### src/rtl/cva6_tlb_sv32_plru_if.sv
// Lookup, update and flush bundle for the parametrised Sv32 TLB.
// The TLB side uses the slave modport; the MMU/PTW side uses the master modport.
interface cva6_tlb_sv32_plru_if #(
    parameter int unsigned ASID_WIDTH = 1,
    parameter int unsigned CNT_WIDTH  = 16
);
    logic                  flush_i;
    logic [ASID_WIDTH-1:0] asid_to_be_flushed_i;
    logic [31:0]           vaddr_to_be_flushed_i;
    logic                  update_valid_i;
    logic                  update_is_4M_i;
    logic [19:0]           update_vpn_i;
    logic [ASID_WIDTH-1:0] update_asid_i;
    logic [31:0]           update_content_i;
    logic                  lu_access_i;
    logic [ASID_WIDTH-1:0] lu_asid_i;
    logic [31:0]           lu_vaddr_i;
    logic                  lu_valid_o;
    logic                  lu_hit_o;
    logic                  lu_is_4M_o;
    logic [31:0]           lu_content_o;
    logic [CNT_WIDTH-1:0]  hit_cnt_o;
    logic [CNT_WIDTH-1:0]  miss_cnt_o;

    modport master (
        output flush_i, asid_to_be_flushed_i, vaddr_to_be_flushed_i,
        output update_valid_i, update_is_4M_i, update_vpn_i, update_asid_i, update_content_i,
        output lu_access_i, lu_asid_i, lu_vaddr_i,
        input  lu_valid_o, lu_hit_o, lu_is_4M_o, lu_content_o, hit_cnt_o, miss_cnt_o
    );

    modport slave (
        input  flush_i, asid_to_be_flushed_i, vaddr_to_be_flushed_i,
        input  update_valid_i, update_is_4M_i, update_vpn_i, update_asid_i, update_content_i,
        input  lu_access_i, lu_asid_i, lu_vaddr_i,
        output lu_valid_o, lu_hit_o, lu_is_4M_o, lu_content_o, hit_cnt_o, miss_cnt_o
    );
endinterface

### src/rtl/cva6_tlb_sv32_plru.sv
// Fully-associative Sv32 TLB with tree-PLRU replacement, registered lookup
// and saturating hit/miss counters.
module cva6_tlb_sv32_plru #(
    parameter int unsigned TLB_ENTRIES = 4,
    parameter int unsigned ASID_WIDTH  = 1,
    parameter int unsigned CNT_WIDTH   = 16
) (
    input  logic                 clk_i,
    input  logic                 rst_ni,
    cva6_tlb_sv32_plru_if.slave  tlb
);
    localparam int unsigned IDX_W  = $clog2(TLB_ENTRIES);
    localparam int unsigned PLRU_W = TLB_ENTRIES - 1;

    typedef struct packed {
        logic                  valid;
        logic                  is_4m;
        logic [9:0]            vpn1;
        logic [9:0]            vpn0;
        logic [ASID_WIDTH-1:0] asid;
        logic                  g;
    } tag_t;

    tag_t                 tags_q    [TLB_ENTRIES];
    tag_t                 tags_d    [TLB_ENTRIES];
    logic [31:0]          content_q [TLB_ENTRIES];
    logic [31:0]          content_d [TLB_ENTRIES];
    logic [PLRU_W-1:0]    plru_q, plru_d;
    logic                 lu_valid_q, lu_valid_d;
    logic                 lu_hit_q, lu_hit_d;
    logic                 lu_is_4m_q, lu_is_4m_d;
    logic [31:0]          lu_content_q, lu_content_d;
    logic [CNT_WIDTH-1:0] hit_cnt_q, hit_cnt_d;
    logic [CNT_WIDTH-1:0] miss_cnt_q, miss_cnt_d;

    logic                 lu_hit_c, dup_c, inv_c, lu_eff_hit_c;
    logic [IDX_W-1:0]     lu_idx_c, dup_idx_c, inv_idx_c, upd_idx_c;
    logic [19:0]          lu_vpn_c, fl_vpn_c;

    assign lu_vpn_c = tlb.lu_vaddr_i[31:12];
    assign fl_vpn_c = tlb.vaddr_to_be_flushed_i[31:12];

    function automatic logic vpn_match(input tag_t e, input logic [19:0] vpn);
        return (e.vpn1 == vpn[19:10]) && (e.is_4m || (e.vpn0 == vpn[9:0]));
    endfunction

    // Point every node on entry k's path away from k.
    function automatic logic [PLRU_W-1:0] plru_touch(input logic [PLRU_W-1:0] t,
                                                      input logic [IDX_W-1:0]  k);
        logic [PLRU_W-1:0] r;
        int unsigned       node;
        logic              right;
        r = t;
        for (int unsigned l = 0; l < IDX_W; l++) begin
            node  = ((32'd1 << l) - 32'd1) + (32'(k) >> (IDX_W - l));
            right = ((32'(k) >> (IDX_W - 32'd1 - l)) & 32'd1) != 32'd0;
            r     = (r & ~(PLRU_W'(1) << node)) | (PLRU_W'(!right) << node);
        end
        return r;
    endfunction

    function automatic logic [IDX_W-1:0] plru_victim(input logic [PLRU_W-1:0] t);
        int unsigned node;
        node = 32'd0;
        for (int unsigned l = 0; l < IDX_W; l++) begin
            node = 32'd2 * node + 32'd1 + 32'((t >> node) & PLRU_W'(1));
        end
        return IDX_W'(node - PLRU_W);
    endfunction

    // Associative searches; descending loop leaves the lowest matching index.
    always_comb begin
        lu_hit_c  = 1'b0;
        lu_idx_c  = '0;
        dup_c     = 1'b0;
        dup_idx_c = '0;
        inv_c     = 1'b0;
        inv_idx_c = '0;
        for (int i = int'(TLB_ENTRIES) - 1; i >= 0; i--) begin
            if (tags_q[i].valid && (tags_q[i].g || (tags_q[i].asid == tlb.lu_asid_i))
                && vpn_match(tags_q[i], lu_vpn_c)) begin
                lu_hit_c = 1'b1;
                lu_idx_c = IDX_W'(i);
            end
            if (tags_q[i].valid && (tags_q[i].is_4m == tlb.update_is_4M_i)
                && (tags_q[i].asid == tlb.update_asid_i)
                && (tags_q[i].vpn1 == tlb.update_vpn_i[19:10])
                && (tlb.update_is_4M_i || (tags_q[i].vpn0 == tlb.update_vpn_i[9:0]))) begin
                dup_c     = 1'b1;
                dup_idx_c = IDX_W'(i);
            end
            if (!tags_q[i].valid) begin
                inv_c     = 1'b1;
                inv_idx_c = IDX_W'(i);
            end
        end
        upd_idx_c = dup_c ? dup_idx_c : (inv_c ? inv_idx_c : plru_victim(plru_q));
    end

    // Next state: lookup result, counters, flush, then hit/update PLRU order.
    always_comb begin
        tags_d       = tags_q;
        content_d    = content_q;
        plru_d       = plru_q;
        lu_valid_d   = tlb.lu_access_i;
        lu_hit_d     = lu_hit_q;
        lu_is_4m_d   = lu_is_4m_q;
        lu_content_d = lu_content_q;
        hit_cnt_d    = hit_cnt_q;
        miss_cnt_d   = miss_cnt_q;
        lu_eff_hit_c = tlb.lu_access_i && lu_hit_c && !tlb.flush_i;

        if (tlb.lu_access_i) begin
            lu_hit_d     = lu_eff_hit_c;
            lu_is_4m_d   = lu_eff_hit_c && tags_q[lu_idx_c].is_4m;
            lu_content_d = lu_eff_hit_c ? content_q[lu_idx_c] : 32'h0;
            if (lu_eff_hit_c) begin
                if (hit_cnt_q != '1) hit_cnt_d = hit_cnt_q + CNT_WIDTH'(1);
            end else begin
                if (miss_cnt_q != '1) miss_cnt_d = miss_cnt_q + CNT_WIDTH'(1);
            end
        end

        if (tlb.flush_i) begin
            for (int i = 0; i < int'(TLB_ENTRIES); i++) begin
                if (((tlb.vaddr_to_be_flushed_i == 32'h0) || vpn_match(tags_q[i], fl_vpn_c))
                    && ((tlb.asid_to_be_flushed_i == '0)
                        || ((tags_q[i].asid == tlb.asid_to_be_flushed_i) && !tags_q[i].g))) begin
                    tags_d[i].valid = 1'b0;
                end
            end
        end else begin
            if (lu_eff_hit_c) plru_d = plru_touch(plru_d, lu_idx_c);
            if (tlb.update_valid_i) begin
                tags_d[upd_idx_c].valid = 1'b1;
                tags_d[upd_idx_c].is_4m = tlb.update_is_4M_i;
                tags_d[upd_idx_c].vpn1  = tlb.update_vpn_i[19:10];
                tags_d[upd_idx_c].vpn0  = tlb.update_vpn_i[9:0];
                tags_d[upd_idx_c].asid  = tlb.update_asid_i;
                tags_d[upd_idx_c].g     = tlb.update_content_i[5];
                content_d[upd_idx_c]    = tlb.update_content_i;
                plru_d                  = plru_touch(plru_d, upd_idx_c);
            end
        end
    end

    always_ff @(posedge clk_i or negedge rst_ni) begin
        if (!rst_ni) begin
            for (int i = 0; i < int'(TLB_ENTRIES); i++) begin
                tags_q[i]    <= '0;
                content_q[i] <= '0;
            end
            plru_q       <= '0;
            lu_valid_q   <= 1'b0;
            lu_hit_q     <= 1'b0;
            lu_is_4m_q   <= 1'b0;
            lu_content_q <= '0;
            hit_cnt_q    <= '0;
            miss_cnt_q   <= '0;
        end else begin
            for (int i = 0; i < int'(TLB_ENTRIES); i++) begin
                tags_q[i]    <= tags_d[i];
                content_q[i] <= content_d[i];
            end
            plru_q       <= plru_d;
            lu_valid_q   <= lu_valid_d;
            lu_hit_q     <= lu_hit_d;
            lu_is_4m_q   <= lu_is_4m_d;
            lu_content_q <= lu_content_d;
            hit_cnt_q    <= hit_cnt_d;
            miss_cnt_q   <= miss_cnt_d;
        end
    end

    assign tlb.lu_valid_o   = lu_valid_q;
    assign tlb.lu_hit_o     = lu_hit_q;
    assign tlb.lu_is_4M_o   = lu_is_4m_q;
    assign tlb.lu_content_o = lu_content_q;
    assign tlb.hit_cnt_o    = hit_cnt_q;
    assign tlb.miss_cnt_o   = miss_cnt_q;

endmodule
### src/flat_wrapper.sv
// flat-port wrapper written by rule: the top's interface ports become plain ports
module cva6_tlb_sv32_plru_flat 
#(
    parameter int unsigned TLB_ENTRIES = 4,
    parameter int unsigned ASID_WIDTH  = 1,
    parameter int unsigned CNT_WIDTH   = 16
)
  (clk_i, rst_ni, tlb_flush_i, tlb_asid_to_be_flushed_i, tlb_vaddr_to_be_flushed_i, tlb_update_valid_i, tlb_update_is_4M_i, tlb_update_vpn_i, tlb_update_asid_i, tlb_update_content_i, tlb_lu_access_i, tlb_lu_asid_i, tlb_lu_vaddr_i, tlb_lu_valid_o, tlb_lu_hit_o, tlb_lu_is_4M_o, tlb_lu_content_o, tlb_hit_cnt_o, tlb_miss_cnt_o);
  cva6_tlb_sv32_plru_if #(.ASID_WIDTH(ASID_WIDTH), .CNT_WIDTH(CNT_WIDTH)) tlb_i ();
  input  logic clk_i;
  input  logic rst_ni;
  input wire logic [$bits(tlb_i.flush_i)-1:0] tlb_flush_i;
  input wire logic [$bits(tlb_i.asid_to_be_flushed_i)-1:0] tlb_asid_to_be_flushed_i;
  input wire logic [$bits(tlb_i.vaddr_to_be_flushed_i)-1:0] tlb_vaddr_to_be_flushed_i;
  input wire logic [$bits(tlb_i.update_valid_i)-1:0] tlb_update_valid_i;
  input wire logic [$bits(tlb_i.update_is_4M_i)-1:0] tlb_update_is_4M_i;
  input wire logic [$bits(tlb_i.update_vpn_i)-1:0] tlb_update_vpn_i;
  input wire logic [$bits(tlb_i.update_asid_i)-1:0] tlb_update_asid_i;
  input wire logic [$bits(tlb_i.update_content_i)-1:0] tlb_update_content_i;
  input wire logic [$bits(tlb_i.lu_access_i)-1:0] tlb_lu_access_i;
  input wire logic [$bits(tlb_i.lu_asid_i)-1:0] tlb_lu_asid_i;
  input wire logic [$bits(tlb_i.lu_vaddr_i)-1:0] tlb_lu_vaddr_i;
  output wire logic [$bits(tlb_i.lu_valid_o)-1:0] tlb_lu_valid_o;
  output wire logic [$bits(tlb_i.lu_hit_o)-1:0] tlb_lu_hit_o;
  output wire logic [$bits(tlb_i.lu_is_4M_o)-1:0] tlb_lu_is_4M_o;
  output wire logic [$bits(tlb_i.lu_content_o)-1:0] tlb_lu_content_o;
  output wire logic [$bits(tlb_i.hit_cnt_o)-1:0] tlb_hit_cnt_o;
  output wire logic [$bits(tlb_i.miss_cnt_o)-1:0] tlb_miss_cnt_o;
  assign tlb_i.flush_i = tlb_flush_i;
  assign tlb_i.asid_to_be_flushed_i = tlb_asid_to_be_flushed_i;
  assign tlb_i.vaddr_to_be_flushed_i = tlb_vaddr_to_be_flushed_i;
  assign tlb_i.update_valid_i = tlb_update_valid_i;
  assign tlb_i.update_is_4M_i = tlb_update_is_4M_i;
  assign tlb_i.update_vpn_i = tlb_update_vpn_i;
  assign tlb_i.update_asid_i = tlb_update_asid_i;
  assign tlb_i.update_content_i = tlb_update_content_i;
  assign tlb_i.lu_access_i = tlb_lu_access_i;
  assign tlb_i.lu_asid_i = tlb_lu_asid_i;
  assign tlb_i.lu_vaddr_i = tlb_lu_vaddr_i;
  assign tlb_lu_valid_o = tlb_i.lu_valid_o;
  assign tlb_lu_hit_o = tlb_i.lu_hit_o;
  assign tlb_lu_is_4M_o = tlb_i.lu_is_4M_o;
  assign tlb_lu_content_o = tlb_i.lu_content_o;
  assign tlb_hit_cnt_o = tlb_i.hit_cnt_o;
  assign tlb_miss_cnt_o = tlb_i.miss_cnt_o;
  cva6_tlb_sv32_plru #(.TLB_ENTRIES(TLB_ENTRIES), .ASID_WIDTH(ASID_WIDTH), .CNT_WIDTH(CNT_WIDTH)) u_core (.clk_i(clk_i), .rst_ni(rst_ni), .tlb(tlb_i));
endmodule
### config.mk
export PLATFORM = sky130hd
export DESIGN_NAME = cva6_tlb_sv32_plru_flat
export DESIGN_NICKNAME = d
export VERILOG_FILES = /design/src/rtl/cva6_tlb_sv32_plru_if.sv /design/src/rtl/cva6_tlb_sv32_plru.sv /design/src/flat_wrapper.sv
export SDC_FILE = /design/constraint.sdc
export NUM_CORES = 1
export LEC_CHECK = 0
export BUFFER_PORTS_ARGS = -buffer_cell sky130_fd_sc_hd__buf_2
export CORE_AREA = 2 2 220 222
export CTS_CLUSTER_DIAMETER = 150
export CTS_CLUSTER_SIZE = 28
export DETAILED_ROUTE_END_ITERATION = 8
export DIE_AREA = 0 0 222 224
export MAX_ROUTING_LAYER = met4
export PLACE_DENSITY = 0.6
export SYNTH_ARGS = -nofsm -noshare
export SYNTH_HDL_FRONTEND = slang
export SYNTH_SLANG_ARGS = --single-unit
### constraint.sdc
create_clock -name clk_i -period 3.1 [get_ports clk_i]
set_input_delay 0.155 -clock clk_i [delete_from_list [all_inputs] [get_ports clk_i]]
set_output_delay 0.155 -clock clk_i [all_outputs]
set_load 0.05 [all_outputs]
==> impl_metrics.csv, run 1 <==
group,metric,value,unit
outcome,status,"complete, but fails checks",
outcome,violations,"negative setup slack",
pwr,clkPwrFrac,13.8,%
floorplan,placeableCoreArea,47300,sq um
floorplan,row_count,80,
critical_path,critical_path_cell_count,9,
sta,final_min_period_over_clock_period,101,%
critical_path,crit_slowest_cell,"or4b_4",
yosys,synth.top_cells.by_count,"290 x dfrtp_1, 178 x mux2_2, 145 x xor2_1, 134 x xnor2_1, 74 x clkbuf_1",
grt,groute.usage.overall,19.4,%
placed_design,routabilityCongestion,0.928,
sta,sum_of_negative_setup_slack,-35.7,ps
grt,first_global_vias,12000,
drt,wirelength,47600,microns
critical_path,timing.rr.end,"u_core.content_q[82]",
critical_path,crit_path_max_incr_delay,600,ps
yosys,synth-simple-area-share,8.31,%
finish,area.sequential,7260,sq um
drt,met1Wirelength,21700,microns
sta,post-route-min-period,3120,ps
yosys,syn_avg_cell_area,11.8,sq um
floorplan,die_x,222,microns
critical_path,largest_driver_fanout_on_the_critical_path,18,
yosys,synth_edf_count,0,
clocking,tritoncts_clock_tree,"done",
yosys,synth_flop_cell,"dfrtp_1",
pwr,power.combinational.fraction,45.9,%
flow_run,drv.max_cap_violation_count,0,
critical_path,rrSetupSlack,-20,ps
sta,relSlewSlack,51.4,%
yosys,post_synthesis_net_count,1440,
critical_path,path_cells,"xor2_1 > nor4_1 > nand4_1 > buf_4 > or4_4 > a21oi_4 > or4b_4 > buf_12 > mux2_4",
critical_path,crit_path_start_kind,"flip-flop",
worst_hold_path,worstHoldStart,"tlb_update_vpn_i[2]",
floorplan,fp.dieArea,49700,sq um
yosys,syn-cell-area,15500,sq um
floorplan,initial_utilization,32.8,%
yosys,yosys_warnings,0,
sta,rsz0062_at_grt,"true",
sta,transition_time_at_the_pin_with_the_least_slew_margin,723,ps
sta,hold_violations,0,
drt,ant_nets,0,
clocking,cts_buffers,14,
clocking,cts_num_sinks,290,
finish,multi_input_area,8020,sq um
clocking,clock_tree.buffer_depth,3,
yosys,synth-seq-area-share,46.7,%
critical_path,critical_path_buf_inv_count,2,
drt,dr_wl_met3,2340,microns
drt,top_layer_used,"met4",
yosys,synth_compound_gate_area_share,6.89,%
drt,routedWlPerCell,21.5,microns
critical_path,worstReg2RegStart,"u_core.tags_q[60]",
pwr,switching_share,36.4,%
drt,post_detailed_route_via_to_cell_ratio,5.18,
yosys,synth.top_cell.area_share,46.7,%
pwr,p_switching,5830,uW
drt,drtIter0Drc,778,
drt,wl_met2,22700,microns
sta,report.final.slew_viol_count,0,
yosys,yosys.cell_types.count,60,
yosys,share_of_the_synthesized_netlist_area_taken_by_xor_and_xnor_gates,15.7,%
grt,antenna_found_initial,5,
yosys,synth.area.mux_share,19.1,%
grt,grt_first_pass_wirelength,72700,microns
critical_path,startpoint,"u_core.tags_q[60]",
critical_path,timing.critical_path.required,3520,ps
placed_design,dpl_worst_slack,-289,ps
sta,fin_hold_ws,26.5,ps
yosys,asyncSetResetFlopFracSynth,100,%
drt,vias,11500,
finish,share_of_cells_above_drive_strength_1,37.3,%
clocking,cts_root_buffer,"clkbuf_16",
finish,layout.nets,1726,
pwr,power,16000,uW
grt,globalRoute.totalOverflow,0,
drt,firstDrtPassIters,5,
critical_path,cp-end-kind,"flip-flop",
sta,setup_violations,5,
pwr,ir_drop,0.000324,V
clocking,htree_levels,1,
pwr,internal_power,10200,uW
drt,drc_errors,0,
yosys,synthTopCellsByArea,"dfrtp_1 47%, mux2_2 13%, xor2_1 8.2%",
sta,final.setup_skew,24.7,ps
placed_design,post-dp-hpwl,33900,microns
critical_path,critical_path_arrival,3530,ps
pwr,p_per_area,831,nW/um^2
clocking,clk_latency,530,ps
finish,layout.filler_cells,4572,
floorplan,die_h,224,microns
pwr,power_frac_seq,40.3,%
yosys,synth.largest_area_cell,"dfrtp_1",
grt,grt_start_max_net_pins,91,
critical_path,path_delay_family,"simple AND/OR/NAND/NOR gates",
critical_path,timing.setup.critical_path_class,"flip-flop to flip-flop",
critical_path,worst_r2r_path_depth,9,
clocking,clkSlewWorstSetupHoldPaths,120,ps
finish,p_r_area_growth_vs_syn,24.0,%
placed_design,place.port_buffers,179,
sta,max_clock_freq,321,MHz
yosys,yosysMostFrequentCell,"dfrtp_1",
worst_hold_path,classification_of_the_worst_slack_hold_path,"input port to flip-flop",
sta,layout_setup_ws,-16.1,ps
floorplan,top_level_ports,192,
yosys,synthAdderAreaFrac,0.161,%
finish,post-route-util,40.7,%
pwr,total_leakage_power,0.00846,uW
yosys,combinational_family_with_the_most_area_after_synthesis,"multiplexers",
yosys,postSynthRegisterBits,290,
yosys,synth_cells,1313,
critical_path,crit_end,"u_core.content_q[82]",
==> worst min-delay path by stage <==
stage                               end  slack [ps]  cells after the start
finish                u_core.tags_q[76]          30                      3
global route          u_core.tags_q[76]          20                      3
CTS                   u_core.tags_q[54]          10                      2
detailed placement    u_core.tags_q[78]         110                      1
global placement      u_core.tags_q[78]         110                      1
floorplan           u_core.content_q[0]        -140                      0
==> power by group through the flow <==
stage | clock, uW | combinational (uW) | sequential [uW]
3_3_place_gp | 0 | 6930 | 6430
4_1_cts | 2320 | 7150 | 6420
2_1_floorplan | 0 | 4300 | 6630
3_5_place_dp | 0 | 7050 | 6500
6_report | 2210 | 7350 | 6450
5_1_grt | 2420 | 7890 | 6640
==> cells by family (layout without fill, tap and decap cells) <==
kind of cell    after synthesis  after routing
simple gates                229            230
mux                         254            254
flops                       290            290
xor+xnor                    279            279
buf+inv                     113            399
fa+ha+maj                     2              2
compound gates              146            146
other cells                   0              5
==> cells in the final DEF (no fill, tap or decap), drive strengths merged, types with 20 or more instances in the layout <==
cell type / netlist / layout
xor2: 145 / 145
xnor2: 134 / 134
o221ai: 21 / 21
mux2i: 33 / 33
nand3: 25 / 26
a21oi: 35 / 35
nand4: 41 / 41
buf: 31 / 330
o21ai: 23 / 23
nand2: 43 / 43
dfrtp: 290 / 290
dlygate4sd3: 0 / 41
nor4: 53 / 53
mux2: 221 / 221
a22oi: 20 / 20
==> metrics by stage <==
step / std cells / instance area [sq um]
after detailed placement: 2146 / 18100
after floorplan: 1313 / 15500
final: 2220 / 19300
after global routing: 2220 / 19300
after global placement: 2146 / 18100
after CTS: 2205 / 19000
==> state kept, by name (all words and copies together) (netlist names), 3 cells and up <==
| register | flops |
|---|---|
| u_core.content_q | 128 |
| u_core.plru_q | 3 |
| u_core.tags_q | 92 |
| u_core.tlb.hit_cnt_o | 16 |
| u_core.tlb.lu_content_o | 32 |
| u_core.tlb.miss_cnt_o | 16 |
==> worst min-delay path, cell delays in order <==
cell,delay (ps)
buf_2,130
buf_12,120
mux2_1,120
==> final cells by class <==
class                   count  share of cell area [%]
diodes                      5                  0.0650
clock buffers              15                    1.95
clock inverters             2                   0.130
inverters                   8                   0.156
multi-input cells         911                    41.6
flip-flops and latches    290                    37.7
well taps                 615                    4.00
repair buffers            374                    14.4
==> routing by layer <==
layer  GRT usage (%)  vias up
met5               -        -
met1            25.4     5862
li1                -     5287
met2            31.9      292
met3            2.90       59
met4            4.71        0
==> timing repair <==
| action | CTS | global route |
|---|---|---|
| setup endpoints to repair | 203 | 201 |
| hold buffers | 41 | 0 |
| resized for setup | 7 | 22 |
| hold endpoints to repair | 186 | 0 |
| setup buffers | 1 | 7 |
| pin swaps | 2 | 12 |
| gates cloned | 0 | 3 |
Power figures use the tool's default switching activity.
==> run 2: changes to the inputs <==
--- a/config.mk
+++ b/config.mk
@@ -6,11 +6,11 @@
 export NUM_CORES = 1
 export LEC_CHECK = 0
 export BUFFER_PORTS_ARGS = -buffer_cell sky130_fd_sc_hd__buf_2
-export CORE_AREA = 2 2 220 222
+export CORE_AREA = 2 2 181 271
 export CTS_CLUSTER_DIAMETER = 150
 export CTS_CLUSTER_SIZE = 28
 export DETAILED_ROUTE_END_ITERATION = 8
-export DIE_AREA = 0 0 222 224
+export DIE_AREA = 0 0 183 273
 export MAX_ROUTING_LAYER = met4
 export PLACE_DENSITY = 0.6
 export SYNTH_ARGS = -nofsm -noshare
==> run 2 against run 1 <==
  * The run still ends with negative setup slack left
  * Critical path depth rose by 1
  * Worst setup slack got worse by 120 ps
  * Combinational power rose by 6.7%
  * Critical endpoint is now u_core.content_q[93]
==> impl_metrics.csv, run 2 (synthesis results as in run 1) <==
group,metric,value,unit
floorplan,die_h,273,microns
placed_design,placed_area,18200,sq um
finish,commonest_non_fill_non_tap_cell_in_the_layout,"dfrtp_1",
sta,max_clock_freq,309,MHz
sta,sum_of_negative_setup_slack,-6110,ps
critical_path,cp-end-kind,"flip-flop",
finish,post-route-util,41.3,%
clocking,htree_levels,1,
critical_path,crit_path_start_kind,"flip-flop",
critical_path,timing.setup.critical_path_class,"flip-flop to flip-flop",
grt,grt_start_max_net_pins,94,
drt,ant_nets,0,
clocking,tritoncts_clock_tree,"done",
finish,top_register,"u_core.content_q",
pwr,power,16500,uW
finish,n_antenna_cell,0,
finish,final_area,19600,sq um
finish,layout.filler_cells,4530,
floorplan,placeableCoreArea,47600,sq um
drt,routedWlPerCell,22.6,microns
floorplan,fp.dieArea,50000,sq um
grt,antenna_found_initial,0,
finish,p_r_area_growth_vs_syn,26.4,%
clocking,clkSlewWorstSetupHoldPaths,120,ps
drt,vias,11700,
sta,setup_violations,95,
sta,relSlewSlack,45.4,%
outcome,violations,"negative setup slack",
floorplan,row_count,98,
finish,layout.nets,1741,
sta,rsz0062_at_grt,"true",
clocking,clk_latency,520,ps
sta,final_min_period_over_clock_period,104,%
floorplan,die_x,183,microns
critical_path,timing.critical_path.required,3500,ps
critical_path,worstReg2RegStart,"u_core.tags_q[82]",
drt,wirelength,50100,microns
pwr,ir_drop,0.000518,V
critical_path,rrSetupSlack,-140,ps
sta,fin_hold_ws,23.3,ps
grt,globalRoute.totalOverflow,0,
pwr,p_per_area,842,nW/um^2
finish,flip_flop_count_of_the_largest_register_all_copies_and_words_added,128,
clocking,cts_num_sinks,290,
finish,layout_common_cells,"290 x dfrtp_1, 178 x buf_2, 144 x xor2_1, 134 x xnor2_1, 132 x buf_4",
drt,drtIter0Drc,674,
clocking,clock_tree.buffer_depth,3,
drt,firstDrtPassIters,5,
drt,drc_errors,0,
grt,groute.usage.overall,20.4,%
flow_run,drv.max_cap_violation_count,0,
sta,report.final.slew_viol_count,0,
clocking,cts_root_buffer,"clkbuf_16",
worst_hold_path,classification_of_the_worst_slack_hold_path,"input port to flip-flop",
clocking,cts_buffers,14,
critical_path,startpoint,"u_core.tags_q[82]",
pwr,total_leakage_power,0.00875,uW
grt,grt_first_pass_wirelength,75600,microns
sta,final.setup_skew,34.0,ps
outcome,status,"complete, but fails checks",
floorplan,initial_utilization,32.7,%
placed_design,routabilityCongestion,0.945,
sta,layout_setup_ws,-138,ps
grt,first_global_vias,12400,
critical_path,critical_path_arrival,3640,ps
critical_path,largest_driver_fanout_on_the_critical_path,8,
placed_design,post-dp-hpwl,36000,microns
finish,share_of_cells_above_drive_strength_1,38.3,%
sta,post-route-min-period,3240,ps
floorplan,top_level_ports,192,
sta,hold_violations,0,
sta,transition_time_at_the_pin_with_the_least_slew_margin,820,ps
worst_hold_path,worstHoldStart,"tlb_flush_i",
drt,post_detailed_route_via_to_cell_ratio,5.28,
placed_design,place.port_buffers,179,
[run 2: changes by cell type in the layout (fill, tap and decap cells not counted), sizes merged]
| cell | delta |
|---|---|
| clkbuf | -1 |
| dlygate4sd3 | -4 |
| buf | +21 |
| nand3 | -1 |
| inv | +1 |
| clkinv | -2 |
| diode | -5 |
[run 2: layout make-up]
class | count | area [sq um] | area share, %
Clock inverter | 1 | 20.0 | 0.102
Clock buffer | 15 | 375 | 1.91
Timing Repair Buffer | 390 | 3020 | 15.4
Sequential cell | 290 | 7260 | 37.0
Inverter | 8 | 30.0 | 0.153
Tap cell | 600 | 751 | 3.82
Multi-Input combinational cell | 910 | 8180 | 41.7
[run 2: worst max-delay path: stages, from the launching register on]
cell       delay (ps)
dfrtp_1           420
xor2_2            180
nor4_2            330
nand4_1           310
a2111oi_2         400
buf_4             210
nor3_4             60
or4b_4            580
buf_6             160
buf_16            140
mux2_4            310
[run 2: repair_timing]
action                                  in CTS  in global routing
gates cloned                                 3                  2
endpoints found under the setup margin     219                142
resized for setup                           51                 46
endpoints found under the hold margin      221                  0
setup buffers                                9                  6
pin swaps                                    4                 10
hold buffers                                37                  0
[run 2: worst paths after layout]
check / cells past startpoint / end
min in group asynchronous: 2 / u_core.tlb.miss_cnt_o[11]
worst max-delay path: 10 / u_core.content_q[93]
max in group asynchronous: 3 / u_core.content_q[43]
worst min-delay path: 3 / u_core.plru_q[2]
worst max register to register: 10 / u_core.content_q[93]
worst min register to register: 1 / u_core.tlb.lu_hit_o
[run 2: stage by stage]
stage / instances / setup slack, ps
5_1_grt: 2214 / -185
2_1_floorplan: 1313 / 169
4_1_cts: 2207 / -98.6
3_5_place_dp: 2142 / -239
3_3_place_gp: 2142 / -225
6_report: 2214 / -138
[run 2: per-layer routing]
| metal | GRT usage [%] | wire (microns) | up-vias |
|---|---|---|---|
| li1 | - | - | 5300 |
| met1 | 23.2 | 19900 | 5957 |
| met2 | 35.8 | 25700 | 339 |
| met3 | 2.09 | 1920 | 101 |
| met4 | 9.47 | 2610 | 0 |
| met5 | - | 0 | - |
[run 2: where the power goes]
part | leakage [uW] | total, uW | internal, uW | switching, uW
registers | 0.00358 | 6520 | 5310 | 1210
clock network | 0.000195 | 2160 | 894 | 1270
logic | 0.00497 | 7840 | 4400 | 3450
==> run 3: changes to the inputs <==
--- a/config.mk
+++ b/config.mk
@@ -6,11 +6,12 @@
 export NUM_CORES = 1
 export LEC_CHECK = 0
 export BUFFER_PORTS_ARGS = -buffer_cell sky130_fd_sc_hd__buf_2
-export CORE_AREA = 2 2 181 271
+export CORE_AREA = 2 2 220 222
 export CTS_CLUSTER_DIAMETER = 150
 export CTS_CLUSTER_SIZE = 28
 export DETAILED_ROUTE_END_ITERATION = 8
-export DIE_AREA = 0 0 183 273
+export DIE_AREA = 0 0 222 224
+export HOLD_SLACK_MARGIN = 0.15
 export MAX_ROUTING_LAYER = met4
 export PLACE_DENSITY = 0.6
 export SYNTH_ARGS = -nofsm -noshare
==> run 3 against run 2 <==
  * The flow still finishes with violations (negative setup slack)
  * Sequential share of layout area increased by 0.31 points
  * Sequential power decreased by 1%
  * Routed wire length decreased by 4.6%
  * Fmax increased by 3.8%
  * Die area decreased by 0.46%
  * Worst setup slack improved by 120 ps
  * Worst hold slack improved by 210 ps
  * Clock power increased by 2%
  * Combinational power decreased by 5.9%
  * First-iteration DRC count increased by 32%
  * Critical path type is now input port to flip-flop
  * Largest cell class unchanged
==> impl_metrics.csv, run 3 (synthesis results as in run 1) <==
group,metric,value,unit
outcome,status,"complete, but fails checks",
outcome,violations,"negative setup slack",
floorplan,top_level_ports,192,
floorplan,placeableCoreArea,47300,sq um
grt,groute.usage.overall,19.6,%
critical_path,timing.critical_path.required,3520,ps
drt,routedWlPerCell,21.4,microns
clocking,cts_buffers,14,
worst_hold_path,classification_of_the_worst_slack_hold_path,"input port to flip-flop",
sta,rsz0062_at_grt,"true",
grt,globalRoute.totalOverflow,0,
critical_path,largest_driver_fanout_on_the_critical_path,18,
sta,max_clock_freq,320,MHz
sta,setup_violations,14,
clocking,htree_levels,1,
finish,layout_common_cells,"290 x dfrtp_1, 178 x mux2_2, 178 x buf_2, 143 x xor2_1, 134 x xnor2_1",
worst_hold_path,worstHoldStart,"tlb_vaddr_to_be_flushed_i[7]",
drt,drtIter0Drc,893,
placed_design,post-dp-hpwl,33900,microns
critical_path,cp-end-kind,"flip-flop",
clocking,tritoncts_clock_tree,"done",
critical_path,crit_path_frequent_cell,"buf_4",
clocking,clock_tree.buffer_depth,3,
critical_path,crit_slowest_cell,"or4b_4",
finish,post-route-util,41.1,%
grt,global_route.usage.met3,2.66,%
sta,layout_setup_ws,-21.2,ps
grt,first_global_vias,12000,
sta,final.setup_skew,23.9,ps
clocking,cts_root_buffer,"clkbuf_16",
grt,grtUsageMet1,25.7,%
finish,flip_flop_count_of_the_largest_register_all_copies_and_words_added,128,
finish,final_area,19500,sq um
finish,commonest_non_fill_non_tap_cell_in_the_layout,"dfrtp_1",
floorplan,fp.dieArea,49700,sq um
flow_run,drv.max_cap_violation_count,0,
critical_path,crit_path_start_kind,"input port",
floorplan,row_count,80,
critical_path,crit_path_max_incr_delay,620,ps
critical_path,path_delay_family,"buffers and inverters",
pwr,total_leakage_power,0.00855,uW
critical_path,worstReg2RegStart,"u_core.tags_q[60]",
critical_path,startpoint,"tlb_update_vpn_i[16]",
finish,top_register,"u_core.content_q",
finish,layout.nets,1746,
pwr,p_per_area,823,nW/um^2
sta,report.final.slew_viol_count,0,
critical_path,timing.setup.critical_path_class,"input port to flip-flop",
drt,drc_errors,0,
sta,post-route-min-period,3120,ps
finish,share_of_cells_above_drive_strength_1,36.9,%
clocking,clk_latency,530,ps
floorplan,die_x,222,microns
placed_design,place.port_buffers,179,
sta,hold_violations,0,
grt,grt_start_max_net_pins,91,
grt,antenna_found_initial,4,
critical_path,critical_path_arrival,3540,ps
sta,transition_time_at_the_pin_with_the_least_slew_margin,715,ps
placed_design,placed_area,18100,sq um
floorplan,die_h,224,microns
drt,wirelength,47800,microns
grt,gr-usage-met2,32.2,%
finish,p_r_area_growth_vs_syn,25.4,%
clocking,clkSlewWorstSetupHoldPaths,120,ps
pwr,ir_drop,0.000325,V
sta,final_min_period_over_clock_period,101,%
drt,vias,11600,
sta,fin_hold_ws,234,ps
sta,relSlewSlack,51.9,%
drt,firstDrtPassIters,5,
clocking,cts_num_sinks,290,
critical_path,path_cells,"dlygate4sd3_1 > buf_2 > buf_4 > buf_4 > xnor2_1 > nand4_1 > a2111oi_4 > nor3_1 > or4b_4 > buf_12 > mux2_4",
drt,post_detailed_route_via_to_cell_ratio,5.17,
drt,ant_nets,0,
floorplan,initial_utilization,32.8,%
grt,most_used_routing_layer_in_global_routing,"met2",
critical_path,critical_path_buf_inv_count,5,
grt,grt_first_pass_wirelength,73200,microns
placed_design,routabilityCongestion,0.928,
==> run 3: cell count changes in the layout (fill, tap and decap cells not counted), moves of 2 or more <==
cell           change
mux2_4            -52
mux2_2            +48
dlygate4sd3_1     +23
buf_6             -10
diode_2            +4
mux2_1             +4
nor4_2             -4
buf_4              -3
buf_8              -3
nor4_4             +3
buf_12             -2
buf_16             -2
==> run 3: worst register-to-register path: stages, from the launching register on <==
cell     delay (ps)
dfrtp_1         410
xor2_1          160
nor4_1          270
nand4_1         120
buf_4           180
or4_4           540
a21oi_4         140
or4b_4          600
buf_12          220
mux2_4          340
==> run 3: timing repair <==
action | 4_1_cts | 5_1_grt
gates cloned | 0 | 3
buffers inserted | 1 | 7
setup endpoints to repair | 203 | 201
hold buffers | 61 | 0
pin swaps | 2 | 12
gates resized for setup | 7 | 22
endpoints found under the hold margin | 510 | 0
==> run 3: path summary, 6_finish.rpt <==
kind                                            end  slack [ps]  cells past startpoint
setup / recovery               u_core.content_q[82]         -20                     11
hold / removal                    u_core.tags_q[71]         230                      6
setup reg to reg               u_core.content_q[82]         -10                      9
hold reg to reg                 u_core.tlb.lu_hit_o         490                      1
max in group asynchronous  u_core.tlb.hit_cnt_o[10]        1730                      4
min in group asynchronous         u_core.tags_q[57]         560                      3
==> run 3: stage by stage <==
| step | total power (uW) | setup TNS [ps] | std cells | setup WS (ps) |
|---|---|---|---|---|
| after detailed placement | 13500 | -31260 | 2146 | -289 |
| after CTS | 15900 | -585 | 2225 | -28.7 |
| after global routing | 17000 | -4090 | 2239 | -70.9 |
| final | 16000 | -90.2 | 2239 | -21.2 |
| after floorplan | 10900 | 0 | 1313 | 169 |
| after global placement | 13400 | -31070 | 2146 | -309 |
==> run 3: layout make-up <==
type	count	area [sq um]
repair buffers	394	2990
diodes	4	10.0
flip-flops and latches	290	7260
clock buffers	15	375
inverters	8	30.0
well taps	615	769
multi-input cells	911	8020
clock inverters	2	25.0
fillers	4553	27900
==> run 3: routing by layer <==
metal  part of all wire, %  wire length [microns]  up-vias
met5                     0                      0        -
met3                   4.7                   2230       63
met2                    48                  22800      277
met1                    46                  21900     5915
li1                      -                      -     5326
met4                   1.9                    917        0
==> run 3: power by group <==
part	total, uW	switching (uW)	internal, uW
registers	6450	1140	5310
clock network	2210	1320	893
logic	7380	3380	4000
